[src/rtl/tone_pkg.sv]
// ---- tone_pkg : note-to-period decode shared by the tone generator (rev 1.0) ----
`default_nettype none
package tone_pkg;

  localparam int PERIOD_W = 23;
  localparam int LEVEL_W  = 4;

  localparam logic [7:0] NOTE_MIN = 8'd12;
  localparam logic [7:0] NOTE_MAX = 8'd119;

  // Octave-0 periods in clk cycles; higher octaves are logical right shifts.
  localparam logic [PERIOD_W-1:0] BASE [12] = '{
    23'd6115610, 23'd5772367, 23'd5448389, 23'd5142594,
    23'd4853963, 23'd4580858, 23'd4325483, 23'd4081632,
    23'd3854398, 23'd3636363, 23'd3432458, 23'd3239437
  };

  typedef enum logic [0:0] {
    VOICE_IDLE = 1'b0,
    VOICE_RUN  = 1'b1
  } voice_state_e;

  function automatic logic [PERIOD_W-1:0] note_to_period(input logic [7:0] note);
    logic [7:0] n;
    logic [3:0] oct;
    logic [3:0] semi;
    if (note < NOTE_MIN || note > NOTE_MAX) begin
      return '0;
    end
    n    = note - NOTE_MIN;
    oct  = 4'(n / 8'd12);
    semi = 4'(n % 8'd12);
    return BASE[semi] >> oct;
  endfunction

endpackage
`default_nettype wire

[src/rtl/poly_tone_pwm_if.sv]
// ---- poly_tone_pwm_if : note/level inputs and audio outputs of the tone generator (rev 1.0) ----
`default_nettype none
interface poly_tone_pwm_if #(
  parameter int NUM_VOICES = 4
);
  logic [NUM_VOICES*8-1:0] note;
  logic [NUM_VOICES*4-1:0] level;
  logic [NUM_VOICES-1:0]   voice_active;
  logic                    pwm_out;

  modport master (output note, output level, input voice_active, input pwm_out);
  modport slave  (input note, input level, output voice_active, output pwm_out);
endinterface
`default_nettype wire

[src/rtl/tone_voice.sv]
// ---- tone_voice : one square-wave voice, period changes only at the wrap (rev 1.0) ----
`default_nettype none
module tone_voice
  import tone_pkg::*;
#(
  parameter int CNT_W = PERIOD_W
) (
  input  logic       clk,
  input  logic       rst_n,
  input  logic [7:0] note,
  output logic       wave,
  output logic       active
);

  voice_state_e     state_q, state_d;
  logic [CNT_W-1:0] pending_q, pending_d;
  logic [CNT_W-1:0] period_q, period_d;
  logic [CNT_W-1:0] cnt_q, cnt_d;
  logic             wave_q, wave_d;
  logic             active_q, active_d;

  always_comb begin
    pending_d = CNT_W'(note_to_period(note));
    state_d   = state_q;
    period_d  = period_q;
    cnt_d     = cnt_q;
    if (state_q == VOICE_IDLE) begin
      cnt_d    = '0;
      period_d = '0;
      if (pending_q != '0) begin
        state_d  = VOICE_RUN;
        period_d = pending_q;
      end
    end else if (cnt_q == period_q - CNT_W'(1)) begin
      // Only the wrap cycle looks at pending, keeping pitch changes phase-continuous.
      cnt_d = '0;
      if (pending_q == '0) begin
        state_d  = VOICE_IDLE;
        period_d = '0;
      end else begin
        period_d = pending_q;
      end
    end else begin
      cnt_d = cnt_q + CNT_W'(1);
    end
    active_d = (state_d == VOICE_RUN);
    wave_d   = active_d && (cnt_d < (period_d >> 1));
  end

  always_ff @(posedge clk or negedge rst_n) begin
    if (!rst_n) begin
      state_q   <= VOICE_IDLE;
      pending_q <= '0;
      period_q  <= '0;
      cnt_q     <= '0;
      wave_q    <= 1'b0;
      active_q  <= 1'b0;
    end else begin
      state_q   <= state_d;
      pending_q <= pending_d;
      period_q  <= period_d;
      cnt_q     <= cnt_d;
      wave_q    <= wave_d;
      active_q  <= active_d;
    end
  end

  assign wave   = wave_q;
  assign active = active_q;

endmodule
`default_nettype wire

[src/rtl/poly_tone_pwm.sv]
// ---- poly_tone_pwm : polyphonic tone mixer with 1-bit sigma-delta output (rev 1.0) ----
`default_nettype none
module poly_tone_pwm
  import tone_pkg::*;
#(
  parameter int NUM_VOICES = 4,
  parameter int CNT_W      = 23
) (
  input  logic             clk,
  input  logic             rst_n,
  poly_tone_pwm_if.slave   bus
);

  localparam int FULL  = ((1 << LEVEL_W) - 1) * NUM_VOICES;
  localparam int MIX_W = $clog2(2 * FULL);
  localparam logic [MIX_W-1:0] FULL_C = MIX_W'(FULL);

  logic [NUM_VOICES-1:0] wave_w;
  logic [NUM_VOICES-1:0] active_w;

  generate
    for (genvar v = 0; v < NUM_VOICES; v++) begin : g_voice
      tone_voice #(
        .CNT_W (CNT_W)
      ) u_voice (
        .clk    (clk),
        .rst_n  (rst_n),
        .note   (bus.note[8*v +: 8]),
        .wave   (wave_w[v]),
        .active (active_w[v])
      );
    end
  endgenerate

  logic [MIX_W-1:0] mix_q, mix_d;
  logic [MIX_W-1:0] acc_q, acc_d;
  logic             pwm_q, pwm_d;
  logic [MIX_W-1:0] sum_w;

  // acc stays below FULL, so acc + mix < 2*FULL always fits MIX_W bits.
  always_comb begin
    mix_d = '0;
    for (int v = 0; v < NUM_VOICES; v++) begin
      if (wave_w[v]) begin
        mix_d = mix_d + MIX_W'(bus.level[LEVEL_W*v +: LEVEL_W]);
      end
    end
    sum_w = acc_q + mix_q;
    if (sum_w >= FULL_C) begin
      pwm_d = 1'b1;
      acc_d = sum_w - FULL_C;
    end else begin
      pwm_d = 1'b0;
      acc_d = sum_w;
    end
  end

  always_ff @(posedge clk or negedge rst_n) begin
    if (!rst_n) begin
      mix_q <= '0;
      acc_q <= '0;
      pwm_q <= 1'b0;
    end else begin
      mix_q <= mix_d;
      acc_q <= acc_d;
      pwm_q <= pwm_d;
    end
  end

  assign bus.voice_active = active_w;
  assign bus.pwm_out      = pwm_q;

endmodule
`default_nettype wire

[src/flat_wrapper.sv]
// flat-port wrapper written by rule: the top's interface ports become plain ports
module poly_tone_pwm_flat import tone_pkg::*;
#(
  parameter int NUM_VOICES = 4,
  parameter int CNT_W      = 23
)
  (clk, rst_n, bus_note, bus_level, bus_voice_active, bus_pwm_out);
  poly_tone_pwm_if #(.NUM_VOICES(NUM_VOICES)) bus_i ();
  input  logic clk;
  input  logic rst_n;
  input wire logic [$bits(bus_i.note)-1:0] bus_note;
  input wire logic [$bits(bus_i.level)-1:0] bus_level;
  output wire logic [$bits(bus_i.voice_active)-1:0] bus_voice_active;
  output wire logic [$bits(bus_i.pwm_out)-1:0] bus_pwm_out;
  assign bus_i.note = bus_note;
  assign bus_i.level = bus_level;
  assign bus_voice_active = bus_i.voice_active;
  assign bus_pwm_out = bus_i.pwm_out;
  poly_tone_pwm #(.NUM_VOICES(NUM_VOICES), .CNT_W(CNT_W)) u_core (.clk(clk), .rst_n(rst_n), .bus(bus_i));
endmodule
[config.mk]
export PLATFORM = sky130hd
export DESIGN_NAME = poly_tone_pwm_flat
export DESIGN_NICKNAME = d
export VERILOG_FILES = /design/src/rtl/tone_pkg.sv /design/src/rtl/poly_tone_pwm_if.sv /design/src/rtl/tone_voice.sv /design/src/rtl/poly_tone_pwm.sv /design/src/flat_wrapper.sv
export SDC_FILE = /design/constraint.sdc
export NUM_CORES = 1
export LEC_CHECK = 0
export ABC_CLOCK_PERIOD_IN_PS = 8200
export CORE_ASPECT_RATIO = 1.75
export CORE_MARGIN = 2
export CORE_UTILIZATION = 50
export CTS_CLUSTER_SIZE = 14
export DETAILED_ROUTE_END_ITERATION = 7
export GPL_TIMING_DRIVEN = 1
export PLACE_DENSITY = 0.66
export SYNTH_ARGS = -nofsm -noshare
export SYNTH_HDL_FRONTEND = slang
export SYNTH_SLANG_ARGS = --single-unit
export TNS_END_PERCENT = 5
[constraint.sdc]
create_clock -name clk -period 8.2 [get_ports clk]
set_input_delay 0.82 -clock clk [delete_from_list [all_inputs] [get_ports clk]]
set_output_delay 0.82 -clock clk [all_outputs]
set_load 0.01 [all_outputs]
## After elaboration in Yosys (flattened, before gate mapping)

Memory sizes are Yosys's and may differ from the RTL's.
Index checks and enable logic that the tools add are counted.

| cells by class | value |
|---|---|
| eq/ne operators | 8 |
| add/subtract/negate cells | 17 |
| muxes and demuxes | 66 |
| bitwise logic cells | 4 |
| shift-type cells | 4 |
| reductions and logical operators | 16 |
| order comparisons | 17 |
| div/mod/pow operators | 8 |

Operator list:

| cell | count |
|---|---|
| $mux 23 | 40 |
| $add 23x1->23 const B | 4 |
| $eq 23x23->1 | 4 |
| $logic_not 23->1 | 4 |
| $lt 23x22->1 | 4 |
| $reduce_bool 23->1 | 4 |
| $shr 23x4->23 | 4 |
| $sub 23x1->23 const B | 4 |
| $div 8x4->8 const B | 4 |
| $gt 8x7->1 const B | 4 |
| $lt 8x4->1 const B | 4 |
| $mod 8x4->8 const B | 4 |
| $sub 8x4->8 const B | 4 |
| $mux 7 | 4 |
| $mux 1 | 21 |
| $ge 5x5->1 const B | 4 |
| $not 4->5 | 4 |
| $add 7x4->7 | 2 |
| $ne 2x1->1 const B | 4 |
| $add 7x7->7 | 1 |
| $ge 7x6->1 const B | 1 |
| $sub 7x6->7 const B | 1 |
| $add 4x4->5 | 1 |
| $logic_and 1x1->1 | 4 |
| other kinds (2) | 5 |

| storage, ports and cells | value |
|---|---|
| word-level logic and storage cells | 171 |
| output and inout port bits | 5 |
| memories | 4 |
| bits of input ports | 50 |
| register bits | 299 |
| ROM bits | 1,472 |

Memory list:

| name | words | bits a word | rd ports | clocked after Yosys merged registers in | write ports | RTL line | text |
|---|---|---|---|---|---|---|---|
| (name not given) | 16 | 23 | 1 | 0 | 0 | tone_pkg.sv:33 | `return BASE[semi] >> oct;` |
| (name not given) | 16 | 23 | 1 | 0 | 0 | tone_pkg.sv:33 |  |
| (name not given) | 16 | 23 | 1 | 0 | 0 | tone_pkg.sv:33 |  |
| (name not given) | 16 | 23 | 1 | 0 | 0 | tone_pkg.sv:33 |  |

## Longest topological paths before layout

Gate-level depths: netlist of the first run.

| logic depth | value |
|---|---|
| depth in word-level cells | 8 |
| depth in mapped cells | 27 |
| mapped depth without buffers | 25 |

## Cells and area by module

A second synthesis of the first run with hierarchy kept.

| unflattened totals | value |
|---|---|
| cells, all modules | 3,845 |
| area, all modules | 30,551.8 um^2 |

By module, submodules not included:

| module | cells each | area each (um^2) | instances | seq. area each (um^2) |
|---|---|---|---|---|
| tone_voice at u_core.g_voice[0].u_voice ... | 968 | 7,517.2 | 3 | 1,776.7 |
| tone_voice at u_core.g_voice[3].u_voice | 800 | 6,622.6 | 1 | 1,776.7 |
| poly_tone_pwm | 141 | 1,377.6 | 1 | 375.4 |

## Worst setup path after synthesis of the first run

No wires, ideal clock.

| timing | value |
|---|---|
| path kind | register -> register |
| start point | register u_core.g_voice[0].u_voice.period_q[0] |
| end point | register u_core.g_voice[0].u_voice.wave_q |
| arrival | 5,327 ps |
| stages on the path, launching flop included | 28 |
| setup time | 88 ps |
| period minus slack after synthesis | 5,415 ps |
| setup slack | 2,785 ps |
| data required time | 8,112 ps |
| path buffers | 2 |
| cell sequence | dfrtp_1 > inv_1 > ha_1 > or4b_1 > or3_1 > clkbuf_1 > nor3_1 > xnor2_1 > nand4_1 > a2111oi_0 > nand2_1 > or4_1 > o41ai_4 > buf_4 > mux2_2 > inv_1 > ha_1 > a21o_1 > a21o_1 > a21oi_1 > o21ai_0 > a21oi_1 > o21ai_0 > a21oi_1 > nor2b_1 > o21ai_0 > nand4bb_1 > a41oi_1 |

| on the way | value |
|---|---|
| longest elaborated chain between the ends | 6 |
| elaborated cells between the ends (all ways) | 10 |
| those cells by class | add/sub: 1; order compare: 1; eq/ne: 1; mux: 6; reduce/logical: 1 |

RTL lines:

| item | RTL line | text |
|---|---|---|
| from (decl) | tone_voice.sv:17 | `logic [CNT_W-1:0] period_q, period_d;` |
| from (signal assigned) | tone_voice.sv:61 | `period_q <= period_d;` |
| $sub 23x1->23 | tone_voice.sv:34 | `end else if (cnt_q == period_q - CNT_W'(1)) begin` |
| $eq 23x23->1 | tone_voice.sv:34 |  |
| $mux 23 | tone_voice.sv:34 |  |
| $mux 23 | tone_voice.sv:27 | `if (state_q == VOICE_IDLE) begin` |
| named net u_core.g_voice[0].u_voice.period_d[13] | tone_voice.sv:17 |  |
| $lt 23x22->1 | tone_voice.sv:47 | `wave_d = active_d && (cnt_d < (period_d >> 1));` |
| $logic_and 1x1->1 | tone_voice.sv:47 |  |
| named net u_core.g_voice[0].u_voice.wave_d | tone_voice.sv:19 | `logic wave_q, wave_d;` |
| to (signal assigned) | tone_voice.sv:63 | `wave_q <= wave_d;` |
| to (decl) | tone_voice.sv:19 |  |

The timed path passes the listed nets, and every way through them passes these cells. The select of a mux whose other input is x is not followed.
A chain may end at the register's enable or synchronous reset.

## Final worst setup path of the first run

Same ends and word-level chain as after synthesis.

==> qor.csv, run 1 <==
stage,metric,value,unit
timing,min_period,6.44,ns
routing,drt_iter0_markers,1489,
logic_synthesis,synth_area_leaders,"dfrtp_1 (28%), ha_1 (6.8%), mux2i_1 (6.7%)",
logic_synthesis,yosysSeqAreaShare,27.7,%
layout,fillers,4954,
floorplanning,die_y,312,um
placement,placed_cells,3799,
timing,clock.fmax,155,MHz
timing,tightestPinTransition,1.20,ns
logic_synthesis,synth.mux.area_fraction,9.10,%
placement,io_buffer_count,54,
layout,final_util,53.8,%
logic_synthesis,synth_common_cells,"nor2_1 (327), dfrtp_1 (299), nand2_1 (214), mux2i_1 (180), a21oi_1 (173)",
routing,dr.pass1.iters,6,
logic_synthesis,synth_top_area_share,27.7,%
grt,antenna_found_initial,0,
logic_synthesis,synthCells,3246,
placement,hpwl,57700,um
worst_hold_path,hp-class,input port to async pin,
timing,finalCritPeriodShare,78.5,%
floorplanning,fp.dieArea,56100,um^2
logic_synthesis,synthSimpleGateAreaFrac,21.0,%
timing,maxSlewViolCount,0,
logic_synthesis,synthAdderAreaFrac,7.25,%
timing,whs,0.284,ns
clock_tree,h-tree-depth,1,
clock_tree,cts.sinks,299,
clock_tree,cts_resized,0,
logic_synthesis,synth_edf_count,0,
critical_path,critical_path_required,8.58,ns
clock_tree,cts_buffer_depth,3,
logic_synthesis,synth_area,27100,um^2
logic_synthesis,yosys_warnings,0,
critical_path,path_class,flip-flop to flip-flop,
clock_tree,ctsHoldBuffers,0,
floorplanning,ios,55,
routing,route.detailed.drc,0,
timing,skew,0.0151,ns
critical_path,r2r.worst_path.cells,24,
layout,post_layout_nonfiller_instances,3852,
timing,setup_viol,0,
critical_path,r2r_end,u_core.g_voice[0].u_voice.wave$_DFF_PN0_,
logic_synthesis,syn-num-nets,3447,
power_and_ir_drop,pwr_density_cell,286,nW/um^2
critical_path,worst_setup_path_end_kind,flip-flop,
floorplanning,core.rowCount,112,
power_and_ir_drop,power_leakage,0.0128,uW
grt,grt_pass1_wl,123000,um
timing,setup_ws,1.76,ns
layout,final_net_count,3347,
logic_synthesis,synth_compound_area_share,21.1,%
timing,hold_viol_final,0,
timing,fin_setup_tns,0,ns
clock_tree,cts_tree,yes,
critical_path,worstPathMaxFanout,30,
floorplanning,start_util,50.7,%
layout,area_growth,6.24,%
logic_synthesis,synth_xor_area_share,8.21,%
clock_tree,clock_latency,0.58,ns
routing,ant_nets,0,
floorplanning,die_w,180,um
routing,post_drt_wl_per_cell,19.6,um
critical_path,start_kind,flip-flop,
power_and_ir_drop,max-vdd-ir-drop,163,uV
floorplanning,core,53400,um^2
clock_tree,cts_made_buffers,29,
logic_synthesis,synth_seq_cells,299,
logic_synthesis,avgSynthCellArea,8.34,um^2
grt,grt_max_degree,184,
routing,avgViaCountPerCell,6.34,
logic_synthesis,synth_top_family_by_area,compound AO/OA/AOI/OAI gates,
clock_tree,cts_root_buffer,clkbuf_16,
logic_synthesis,synth_top_area_cell,dfrtp_1,
critical_path,arrival,6.82,ns
grt,grt_overflow_total,0,
timing,rsz0062_at_grt,no,
critical_path,ff2ff_setup_slack,1.76,ns
placement,dp_slack,1.71,ns
grt,grt_usage,25.9,%
clock_tree,clk_pin_slew,0.07,ns
logic_synthesis,synth_ff_type,dfrtp_1,
layout,drive_gt1_share,7.04,%
routing,drt_wl_total,75600,um
critical_path,rr_startpoint,u_core.g_voice[0].u_voice.period_q[0]$_DFFE_PN0P_,
logic_synthesis,synth_cell_types,122,
logic_synthesis,synth_most_common_cell,nor2_1,
outcome,status,finished clean,
layout,n_antenna_cell,0,
timing,max_slew_margin,19.8,%
routing,route.vias.total,24400,
placement,gp_congestion,0.987,
clock_tree,cts_setup_buffers,0,
run,cap_violations,0,
grt,grt_pass1_vias,24300,
logic_synthesis,async_flop_share,100,%
-- worst max path at each step --
stage                                                                 start  slack (ns)                                                to  cells after the start
final                     u_core.g_voice[0].u_voice.period_q[0]$_DFFE_PN0P_        1.76          u_core.g_voice[0].u_voice.wave$_DFF_PN0_                     24
after global routing      u_core.g_voice[0].u_voice.period_q[0]$_DFFE_PN0P_        1.37          u_core.g_voice[0].u_voice.wave$_DFF_PN0_                     26
after CTS                 u_core.g_voice[0].u_voice.period_q[0]$_DFFE_PN0P_        1.79          u_core.g_voice[0].u_voice.wave$_DFF_PN0_                     26
after detailed placement                                       bus_note[10]        1.71  u_core.g_voice[1].u_voice.pending_q[9]$_DFF_PN0_                     14
after global placement    u_core.g_voice[0].u_voice.period_q[0]$_DFFE_PN0P_        1.86          u_core.g_voice[0].u_voice.wave$_DFF_PN0_                     26
after floorplan           u_core.g_voice[0].u_voice.period_q[0]$_DFFE_PN0P_        2.78          u_core.g_voice[0].u_voice.wave$_DFF_PN0_                     27
-- routing by layer --
layer / vias to the layer above / GRT usage, % / share of wire [%]
met4: 0 / 12.2 / 5.2
met1: 11800 / 27.9 / 37
li1: 11600 / - / -
met2: 759 / 50.7 / 54
met5: - / 0 / 0
met3: 246 / 1.82 / 3.5
-- cells by family (layout without fill, tap and decap cells) --
kind of cell	after synthesis	count (layout)
compound gates	809	809
mux	236	236
flops	299	299
fa+ha+maj	155	155
simple gates	1124	1124
buf+inv	371	293
xor+xnor	252	252
-- per-stage QoR --
stage / cell area, um^2 / power, uW
after detailed placement: 27800 / 6820
after CTS: 28700 / 8220
after global routing: 28700 / 8830
final: 28700 / 8230
after floorplan: 27100 / 5690
after global placement: 27800 / 6680
-- cell type report --
class / instances / area [um^2] / share of cell area (%)
clock buffer: 41 / 841 / 2.93
clock inverter: 12 / 125 / 0.435
inverter: 163 / 612 / 2.13
multi-input combinational: 2576 / 18100 / 63.0
sequential: 299 / 7480 / 26.0
tap: 684 / 856 / 2.98
timing repair buffer: 77 / 726 / 2.52
-- cell usage in the layout, fill, tap and decap left out, types with 87 or more instances in the layout --
cell type / instances
a21oi_1: 171
ha_1: 147
nand2_1: 214
xnor2_1: 146
nand3_1: 106
mux2i_1: 180
o21ai_0: 127
inv_1: 159
nor3_1: 87
nor2_1: 325
dfrtp_1: 299
xor2_1: 104
-- registers in the layout (all words and copies together) (netlist names) --
name,count
u_core.acc_q,7
u_core.g_voice.u_voice.active,4
u_core.bus.pwm_out,1
u_core.g_voice.u_voice.cnt_q,92
u_core.g_voice.u_voice.pending_q,92
u_core.mix_q,7
u_core.g_voice.u_voice.wave,4
u_core.g_voice.u_voice.period_q,92
-- critical path: stages, from the launching register on --
cell and delay, ns:
dfrtp_1 0.41, inv_1 0.09, ha_1 0.25, or4b_1 0.52
or3_1 0.47, nor3_1 0.23, xnor2_1 0.17, nand4_1 0.11
a2111oi_0 0.38, nand2_1 0.09, or4_1 0.49, o41ai_4 0.25
buf_4 0.41, mux2_2 0.40, inv_1 0.06, ha_1 0.14
nand4_1 0.14, nor4_1 0.72, a221oi_1 0.21, o21ai_0 0.20
a21oi_1 0.12, nor2b_1 0.12, o21ai_0 0.08, nand4bb_1 0.11
a41oi_1 0.07
-- where the power goes --
group | switching [uW] | internal [uW] | total (uW)
logic | 2660 | 1860 | 4520
registers | 493 | 1860 | 2350
clock network | 577 | 778 | 1360
No activity file was read; power rests on OpenSTA's default activity.
==> run 2, diff against run 1 <==
ABC_CLOCK_PERIOD_IN_PS = 6750   (was 8200)
clock period = 6.75 ns   (was 8.2 ns; I/O delays follow)
==> run 2 against run 1 <==
Effect of this change:
- wire length rose by 0.37%
- first-iteration DRC count rose by 14%
- utilization rose by 0.19 points
- fmax rose by 4.6%
- largest power group unchanged
==> qor.csv, run 2 (synthesis gave the netlist of run 1 again) <==
stage,metric,value,unit,change
outcome,status,finished clean,,unchanged
critical_path,worst_setup_path_end_kind,flip-flop,,unchanged
timing,min_period,6.15,ns,was 6.44 ns
floorplanning,ios,55,,unchanged
timing,hold_viol_final,0,,unchanged
placement,hpwl,58300,um,was 57700 um
critical_path,arrival,6.63,ns,was 6.82 ns
critical_path,critical_path_required,7.22,ns,was 8.58 ns
routing,post_drt_wl_per_cell,19.6,um,about the same
timing,max_slew_margin,21.8,%,was 19.8%
critical_path,path_class,flip-flop to flip-flop,,unchanged
timing,setup_viol,0,,unchanged
layout,drive_gt1_share,7.41,%,was 7.04%
timing,skew,0.0272,ns,was 0.0151 ns
placement,placed_cells,3817,,was 3799
critical_path,path_cells,inv_1 > ha_1 > or4b_1 > or3_1 > nor3_1 > xnor2_1 > nand4_1 > a2111oi_0 > nand2_1 > or4_1 > o41ai_4 > buf_4 > mux2i_1 > ha_1 > a21o_1 > a21oi_1 > o21ai_0 > a221oi_1 > o21ai_0 > a21oi_1 > nor2b_1 > o21ai_0 > nand4bb_1 > a41oi_1,,was inv_1 > ha_1 > or4b_1 > or3_1 > nor3_1 > xnor2_1 > nand4_1 > a2111oi_0 > nand2_1 > or4_1 > o41ai_4 > buf_4 > mux2_2 > inv_1 > ha_1 > nand4_1 > nor4_1 > a221oi_1 > o21ai_0 > a21oi_1 > nor2b_1 > o21ai_0 > nand4bb_1 > a41oi_1
clock_tree,cts_buffer_depth,3,,unchanged
grt,grt_usage,26.1,%,was 25.9%
critical_path,critPathTopFamily,compound AO/OA/AOI/OAI gates,,was simple AND/OR/NAND/NOR gates
clock_tree,cts_root_buffer,clkbuf_16,,unchanged
clock_tree,cts_made_buffers,28,,was 29
clock_tree,ctsHoldBuffers,0,,unchanged
layout,post_layout_nonfiller_instances,3867,,was 3852
layout,final_net_count,3364,,was 3347
timing,finalCritPeriodShare,91.2,%,was 78.5%
critical_path,worst-path-buf-inv,2,,was 3
run,cap_violations,0,,unchanged
critical_path,crit_path_max_incr_delay,0.51,ns,was 0.72 ns
layout,fin_area,28800,um^2,was 28700 um^2
critical_path,critPathSlowestCell,or4b_1,,was nor4_1
routing,route.vias.total,24600,,was 24400
routing,avgViaCountPerCell,6.36,,was 6.34
grt,grt_pass1_wl,123000,um,about the same
floorplanning,core,53400,um^2,unchanged
critical_path,critical_path_depth,24,,unchanged
placement,io_buffer_count,54,,unchanged
power_and_ir_drop,max-vdd-ir-drop,253,uV,was 163 uV
timing,maxSlewViolCount,0,,unchanged
critical_path,critical_path.most_common_cell,o21ai_0,,
layout,area_growth,6.63,%,was 6.24%
layout,final_common_cell,nor2_1,,unchanged
routing,route.detailed.drc,0,,unchanged
power_and_ir_drop,pwr_density_cell,347,nW/um^2,was 286 nW/um^2
clock_tree,cts.sinks,299,,unchanged
critical_path,worstPathMaxFanout,22,,was 30
clock_tree,h-tree-depth,1,,unchanged
routing,drt_iter0_markers,1693,,was 1489
floorplanning,core.rowCount,112,,unchanged
layout,reg_top3,"u_core.g_voice.u_voice.cnt_q (92), u_core.g_voice.u_voice.pending_q (92), u_core.g_voice.u_voice.period_q (92)",,unchanged
floorplanning,die_y,312,um,unchanged
floorplanning,start_util,50.7,%,unchanged
critical_path,r2r.worst_path.cells,24,,unchanged
clock_tree,clock_latency,0.58,ns,about the same
placement,gp_congestion,0.983,,was 0.987
grt,antenna_found_initial,1,,was 0
worst_hold_path,hp-class,input port to async pin,,unchanged
layout,final_cell_mix,"nor2_1 (325), dfrtp_1 (299), nand2_1 (214), mux2i_1 (180), a21oi_1 (171)",,unchanged
grt,grt_max_degree,174,,was 184
clock_tree,cts_tree,yes,,unchanged
floorplanning,fp.dieArea,56100,um^2,unchanged
placement,placed_area,27900,um^2,was 27800 um^2
routing,dr.pass1.iters,5,,was 6
timing,clock.fmax,162,MHz,was 155 MHz
floorplanning,die_w,180,um,unchanged
grt,grt_overflow_total,0,,unchanged
clock_tree,clk_pin_slew,0.07,ns,about the same
grt,grt_pass1_vias,24300,,about the same
timing,tightestPinTransition,1.17,ns,was 1.20 ns
routing,drt_wl_total,75900,um,was 75600 um
routing,ant_nets,0,,unchanged
layout,n_antenna_cell,0,,unchanged
power_and_ir_drop,power_leakage,0.0129,uW,was 0.0128 uW
layout,final_util,54.0,%,was 53.8%
critical_path,start_kind,flip-flop,,unchanged
-- run 2: path summary, 6_finish.rpt --
path | slack (ns) | startpoint | endpoint
worst max-delay path | 0.60 | u_core.g_voice[0].u_voice.period_q[0]$_DFFE_PN0P_ | u_core.g_voice[0].u_voice.wave$_DFF_PN0_
worst min-delay path | 0.11 | rst_n | u_core.g_voice[3].u_voice.cnt_q[9]$_DFF_PN0_
worst max register to register | 0.60 | u_core.g_voice[0].u_voice.period_q[0]$_DFFE_PN0P_ | u_core.g_voice[0].u_voice.wave$_DFF_PN0_
worst min register to register | 0.48 | u_core.mix_q[0]$_DFF_PN0_ | u_core.acc_q[0]$_DFF_PN0_
max in group asynchronous | 5.07 | rst_n | u_core.g_voice[0].u_voice.period_q[14]$_DFF_PN0_
min in group clk | 0.48 | u_core.mix_q[0]$_DFF_PN0_ | u_core.acc_q[0]$_DFF_PN0_
-- run 2: layout make-up --
type / instances / area, um^2
flip-flops and latches: 299 / 7480
well taps: 684 / 856
fillers: 4996 / 24500
multi-input cells: 2576 / 18100
repair buffers: 95 / 865
clock inverters: 8 / 96.3
clock buffers: 42 / 835
inverters: 163 / 612
-- run 2: power breakdown --
| group | leakage [uW] | total, uW | switching [uW] | internal, uW |
|---|---|---|---|---|
| clock | 0.000457 | 1620 | 695 | 927 |
| combinational | 0.00846 | 5560 | 3280 | 2280 |
| sequential | 0.00395 | 2840 | 589 | 2260 |
-- run 2: timing repair --
| action | CTS | global route |
|---|---|---|
| endpoints found under the setup margin | 0 | 1 |
| resized for setup | 0 | 1 |
| setup buffers | 0 | 0 |
-- run 2: layer usage --
layer / global-route usage, % / part of all wire, %
met1: 28.0 / 37
met2: 49.5 / 53
met4: 15.0 / 6.2
met5: 0 / 0.012
met3: 2.01 / 3.6
-- run 2: through the flow --
| step | TNS [ns] | hold WS [ns] | worst slack (ns) | total power [uW] |
|---|---|---|---|---|
| 2_1_floorplan | 0 | 0.379 | 1.33 | 6910 |
| 3_3_place_gp | 0 | 0.469 | 0.696 | 8170 |
| 3_5_place_dp | 0 | 0.485 | 0.646 | 8350 |
| 4_1_cts | 0 | 0.238 | 0.574 | 10000 |
| 5_1_grt | -0.00302 | 0.218 | -0.00302 | 10800 |
| 6_report | 0 | 0.111 | 0.596 | 10000 |
